`config.mk`:
```
export PLATFORM = sky130hd
export DESIGN_NAME = add_operand_feeder
export DESIGN_NICKNAME = d
export VERILOG_FILES = /design/src/rtl/add_operand_feeder.sv
export SDC_FILE = /design/constraint.sdc
export NUM_CORES = 1
export LEC_CHECK = 0
export BUFFER_PORTS_ARGS = -buffer_cell sky130_fd_sc_hd__buf_4
export CELL_PAD_IN_SITES_DETAIL_PLACEMENT = 0
export CELL_PAD_IN_SITES_GLOBAL_PLACEMENT = 1
export CORE_ASPECT_RATIO = 0.8
export CORE_MARGIN = 3
export CORE_UTILIZATION = 46
export CTS_BUF_LIST = sky130_fd_sc_hd__clkbuf_8
export CTS_CLUSTER_DIAMETER = 30
export CTS_CLUSTER_SIZE = 8
export DETAILED_ROUTE_END_ITERATION = 10
export GPL_ROUTABILITY_DRIVEN = 0
export PLACE_DENSITY_LB_ADDON = 0.1
export SETUP_SLACK_MARGIN = 0.3
export SYNTH_ARGS = -nofsm -noshare
export SYNTH_HDL_FRONTEND = slang
export SYNTH_SLANG_ARGS = --single-unit
```
`constraint.sdc`:
```
create_clock -name clock -period 2.9 [get_ports clock]
set_input_delay 0.58 -clock clock [delete_from_list [all_inputs] [get_ports clock]]
set_output_delay 0.58 -clock clock [all_outputs]
set_load 0.01 [all_outputs]
```
`src/rtl/add_operand_feeder.sv`:
```
// Operand-pair FIFO feeding the lane-parallel adder; show-ahead head, one cycle push-to-valid when empty.
// Backpressure: in_ready drops only when full and never waits on out_ready; out_valid never looks at in_valid.
module add_operand_feeder #(
    parameter int LANES = 1,
    parameter int DEPTH = 4
) (
    input  logic                    clock,
    input  logic                    reset,
    input  logic                    in_valid,
    output logic                    in_ready,
    input  logic [32*LANES-1:0]     in_a,
    input  logic [32*LANES-1:0]     in_b,
    output logic                    out_valid,
    input  logic                    out_ready,
    output logic [32*LANES-1:0]     out_a,
    output logic [32*LANES-1:0]     out_b,
    input  logic                    flush,
    output logic [$clog2(DEPTH):0]  count,
    output logic [31:0]             beats
);
    localparam int W  = 32 * LANES;
    localparam int AW = $clog2(DEPTH);
    localparam int CW = AW + 1;

    logic [W-1:0]  mem_a [DEPTH];
    logic [W-1:0]  mem_b [DEPTH];
    logic [AW-1:0] wr_ptr;
    logic [AW-1:0] rd_ptr;
    logic          push;
    logic          pop;

    assign in_ready  = !reset && (count < CW'(DEPTH));
    assign out_valid = (count != '0);
    assign push      = in_valid && in_ready;
    assign pop       = out_valid && out_ready;
    assign out_a     = out_valid ? mem_a[rd_ptr] : '0;
    assign out_b     = out_valid ? mem_b[rd_ptr] : '0;

    // Storage carries no reset; an empty FIFO masks its contents on the outputs.
    always_ff @(posedge clock) begin
        if (push && !flush) begin
            mem_a[wr_ptr] <= in_a;
            mem_b[wr_ptr] <= in_b;
        end
    end

    always_ff @(posedge clock or posedge reset) begin
        if (reset) begin
            wr_ptr <= '0;
            rd_ptr <= '0;
            count  <= '0;
            beats  <= '0;
        end else if (flush) begin
            wr_ptr <= '0;
            rd_ptr <= '0;
            count  <= '0;
        end else begin
            if (push)
                wr_ptr <= wr_ptr + AW'(1);
            if (pop) begin
                rd_ptr <= rd_ptr + AW'(1);
                beats  <= beats + 32'd1;
            end
            case ({push, pop})
                2'b10:   count <= count + CW'(1);
                2'b01:   count <= count - CW'(1);
                default: count <= count;
            endcase
        end
    end
endmodule

```
Word-level counts from Yosys, hierarchy flattened
Memory sizes are Yosys's and may differ from the RTL's. Cells that the tools add are included.

$lt $le $gt $ge: 1. Reduce and logical (&&, ||, !) cells: 11. Add/sub/neg operators: 5. Muxes and demuxes: 10. Equal/unequal tests: 2. Bitwise logic cells: 1.

Operators with widths (number): 32-bit 2-to-1 mux (2); 32-bit by 1-bit adder with 32-bit output, second input constant (1); 2-bit 2-to-1 mux (4); 3-bit one-hot mux with 2 select lines (1); 3-bit nonzero test (2); 2-bit by 1-bit adder with 2-bit output, second input constant (2); 1-bit logical AND (4); 2-bit nonzero test (2); 3-bit by 1-bit adder with 3-bit output, second input constant (1); 3-bit less-than comparator, second input constant (1); 3-bit 2-to-1 mux (1); 3-bit by 1-bit subtractor with 3-bit output, second input constant (1); 2-bit by 1-bit equality test with 1-bit output, second input constant (1); 2-bit equality test, second input constant (1); 1-bit zero test (2); 1-bit 2-to-1 mux (2); 2-bit AND reduction (1); 1-bit NOT (1).

Logic and storage cells: 36. Output and inout bits: 101. Flip-flop bits (word level): 39. Memories kept: 2. Input port bits: 69. RAM bits: 256.

Memory list: mem_a (depth 4, bits a word 32, read ports 1, clocked after Yosys merged registers in 0, wr ports 1, line 25) `logic [W-1:0] mem_a [DEPTH];`; mem_b (depth 4, bits a word 32, read ports 1, clocked after Yosys merged registers in 0, wr ports 1, line 26) `logic [W-1:0] mem_b [DEPTH];`.

Longest topological paths before layout
Depth in word-level cells: 6. Gate-level depth with buffers: 6. Depth with buffers taken out: 6.

Worst setup path before layout
OpenSTA, ideal clock, no wires.

Path kind: input to register. From: input reset. To: memory mem_a[0][0] (netlist name), enable pin. Library setup time: 0.429 ns. Arrival: 2.718 ns. Cell stages on the path: 3. Required time: 2.471 ns. Path slack: -0.247 ns. Path buffers: 0. Path through: nor3b_2 nor2b_1 and2_1.

Word-level cells in the longest chain between the ends: 6.

RTL lines: start: declaration (line 8) `input logic reset,`; 1-bit zero test (no line); 1-bit logical AND (line 32) `assign in_ready = !reset && (count < CW'(DEPTH));`; 1-bit logical AND (line 34) `assign push = in_valid && in_ready;`; 1-bit logical AND (line 41) `if (push && !flush) begin`; 1-bit 2-to-1 mux (line 41); 1-bit 2-to-1 mux (not written as such) (line 42) `mem_a[wr_ptr] <= in_a;`; end: declaration (line 25).

Every way passes these cells.

Worst setup path in the final report
From: register rd_ptr[0]. To: output out_a[29].

Word-level cells in the longest chain between the ends: 2.

RTL lines: start: declaration (line 28) `logic [AW-1:0] rd_ptr;`; start signal: assignment (line 61) `rd_ptr <= rd_ptr + AW'(1);`; memory 4 x 32 bit; 32-bit 2-to-1 mux (line 36) `assign out_a = out_valid ? mem_a[rd_ptr] : '0;`; end: declaration (line 15) `output logic [32*LANES-1:0] out_a,`.

Every way passes these cells.

==> impl_metrics.yaml <==
cells_and_area:
  final_nets: 891
  instances_no_fill: 1172
  finish.utilization_pct: 61.0
  n_antenna_cell: 0
  drive_gt1_share_pct: 45.1
  area_growth_pct: 29.3
clock_tree:
  cts_tree: "yes"
  cts-buffers-inserted: 53
  clkTransAtPathRegs_ps: 60
  root_buffer: "clkbuf_8"
  postCtsHoldBufs: 0
  clock-sinks: 295
  h-tree-depth: 2
  clk_latency_ps: 560
  clk_path_buf_depth: 3
timing:
  fmax_ghz: 0.367
  hold_violations: 0
  hold_ws_ps: 190
  rsz0062_at_grt: "yes"
  period_share_pct: 93.9
  skew_ps: 27.5
  fin_crit_ps: 2720
  worstMarginPinSlew_ps: 780
  setup_viol: 0
  fin_ws_ps: 177
  tns_ps: 0
  slew_violations: 0
  max_slew_margin_pct: 47.9
synthesis:
  synth-simple-area-share_pct: 7.91
  synthCells: 583
  synth_mux_area_share_pct: 12.6
  synth_area_leaders: "edfxtp_1 (66%), mux4_2 (12%), dfrtp_1 (8.4%), and2_1 (3.8%), xor2_1 (1.4%)"
  synth_edf_count: 256
  synth-compound-area-share_pct: 0.227
  synth_xor_area_share_pct: 2.65
  synthAdderAreaFrac_pct: 0.713
  ys.warnings.count: 0
  synth_flop_cell: "edfxtp_1"
  synth_area_leader_cell: "edfxtp_1"
  synthTopCellsByCount: "edfxtp_1 (256), and2_1 (71), mux4_2 (64)"
  synth_nets: 658
  synthMostInstantiatedCell: "edfxtp_1"
  synth_top_area_share_pct: 66.4
  avgSynthCellArea_um2: 19.9
  synth_seq_cells: 295
  seq_area_frac_synth_pct: 74.8
  synth_area_um2: 11600
  async_reset_ff_share_pct: 13.2
  synthDistinctLibCells: 37
  synth_top_family_by_area: "multiplexers"
place:
  place_ws_ps: 667
  portBuffers: 169
  dp_hpwl_um: 14800
  dp_cells: 1069
global_route:
  grt_use_total_pct: 17.6
  grt_pass1_wl_um: 37000
  grt_antenna_before_repair: 0
  grt_max_degree: 49
  grt_pass1_vias: 6589
  overflow: 0
routing:
  vias_per_cell: 5.22
  wl_um: 24200
  drt-pass1-iter-count: 5
  ant_nets: 0
  first_iter_violations: 363
  routedWlPerCell_um: 20.7
  drc: 0
  vias: 6117
power:
  p_int_mw: 9.00
  swShare_pct: 26.2
  clkPwrFrac_pct: 33.0
  p_switching_mw: 3.19
  irDropWorstVdd_mv: 0.339
  p_per_area_nw_per_um2: 814
  leakagePower_nw: 5.56
  combPwrFrac_pct: 26.8
  pwr-share-seq_pct: 40.2
outcome:
  status: "complete, no violations"
worst_setup_path:
  crit_fanout: 7
  r2r_cells: 5
  cp_slowest_cell: "mux4_2"
  cp_slowest_stage_delay_ps: 510
  critPathTopFamily: "multiplexers"
  reg2reg_from: "count[2]$_DFFE_PP0P_"
  cp_cell_sequence: "buf_12 > clkbuf_16 > mux4_2 > and2_4 > buf_6"
  critPathKind: "reg -> out"
  r2r_end: "beats[29]$_DFFE_PP0P_"
  r2r_setup_slack_ps: 810
  path_buf_inv: 3
  cp_data_arrival_time_ps: 2140
  cp-start-kind: "flop"
  crit_required_ps: 2320
  worstSetupEndpointType: "output pin"
floorplan:
  die_h_um: 148
  die-area_um2: 27100
  die_w_um: 183
  core_um2: 24600
  io_pins: 170
  row_count: 51
  initial_core_util_pct: 47.2
run:
  max_cap_violations: 0
worst_hold_path:
  hold_path.class: "in -> async"
## state kept, by name, indices dropped and copies added (netlist names)
signal  flops
beats      32
count       3
mem_a     128
mem_b     128
rd_ptr      2
wr_ptr      2
## routing by layer
| metal | share of wire [%] | track usage (%) | up-vias |
|---|---|---|---|
| li1 | - | - | 2771 |
| met1 | 45 | 24.7 | 3114 |
| met2 | 47 | 27.2 | 199 |
| met3 | 7.1 | 5.26 | 33 |
| met4 | 1.3 | 4.76 | 0 |
| met5 | 0 | 0 | - |
## repair_timing
| item | in CTS | in global routing |
|---|---|---|
| pin swaps | 0 | 2 |
| resized for setup | 4 | 66 |
| gates cloned | 0 | 6 |
| endpoints found under the setup margin | 65 | 65 |
| buffers inserted | 1 | 3 |
## cell type report
| type | instances | area [um^2] |
|---|---|---|
| Tap cell | 318 | 398 |
| Clock buffer | 55 | 757 |
| Timing Repair Buffer | 202 | 1900 |
| Clock inverter | 38 | 349 |
| Inverter | 6 | 22.5 |
| Sequential cell | 295 | 8670 |
| Fill cell | 1788 | 9590 |
| Multi-Input combinational cell | 258 | 2880 |
## layout by cell type (no fill, tap or decap), drive strengths merged
master    Yosys  layout
and4          4       4
or4           1       1
mux4         64      64
nor2         13      13
a21oi         1       1
nor2b         1       1
bufinv        0       7
ha            5       5
edfxtp      256     256
and4b         1       1
o31a          1       1
nand4b        1       1
or3           1       1
clkbuf       14      59
nand3        10      10
nor3          9       9
xor2         19      19
nor4          9       9
mux2i         1       1
buf          10     198
fa            1       1
clkinv        0      17
mux2          1       1
o31ai         1       1
nand4         6       6
xnor2        16      16
clkinvlp      0       4
and2         71      71
and3          4       4
nor3b         4       4
nand2        12      12
dfrtp        39      39
inv           6      16
nand3b        1       1
## metrics by stage
stage	instance area (um^2)	total power [mW]
2_1_floorplan	11600	6.37
3_3_place_gp	13500	7.74
3_5_place_dp	13500	7.76
4_1_cts	14600	11.9
5_1_grt	15000	12.8
6_report	15000	12.2
## worst max path at each step
stage                     startpoint                     to  slack, ps  depth (start not counted)
4_1_cts        rd_ptr[0]$_DFFE_PP0P_              out_b[31]         90                          4
6_report       rd_ptr[0]$_DFFE_PP0P_              out_a[29]        180                          5
3_3_place_gp               out_ready  beats[30]$_DFFE_PP0P_        660                          5
2_1_floorplan                  reset  mem_a[0][0]$_DFFE_PP_        450                          3
5_1_grt        rd_ptr[0]$_DFFE_PP0P_              out_a[29]        100                          5
3_5_place_dp   rd_ptr[1]$_DFFE_PP0P_              out_a[19]        670                          4
## power groups by stage
| stage | Sequential [mW] | Combinational, mW | Clock [mW] |
|---|---|---|---|
| after floorplan | 4.95 | 1.42 | 0 |
| after global placement | 4.99 | 2.75 | 0 |
| after detailed placement | 5.00 | 2.76 | 0 |
| after CTS | 4.91 | 2.82 | 4.14 |
| after global routing | 4.92 | 3.52 | 4.36 |
| final | 4.90 | 3.27 | 4.02 |
## logic make-up after synthesis
group                    after synthesis
adder cells (fa/ha/maj)                6
AND/OR/NAND/NOR                      148
AO/OA/AOI/OAI                          3
buffers and inverters                 30
flip-flops                           295
multiplexers                          66
XOR/XNOR                              35
Power figures use the tool's default switching activity.
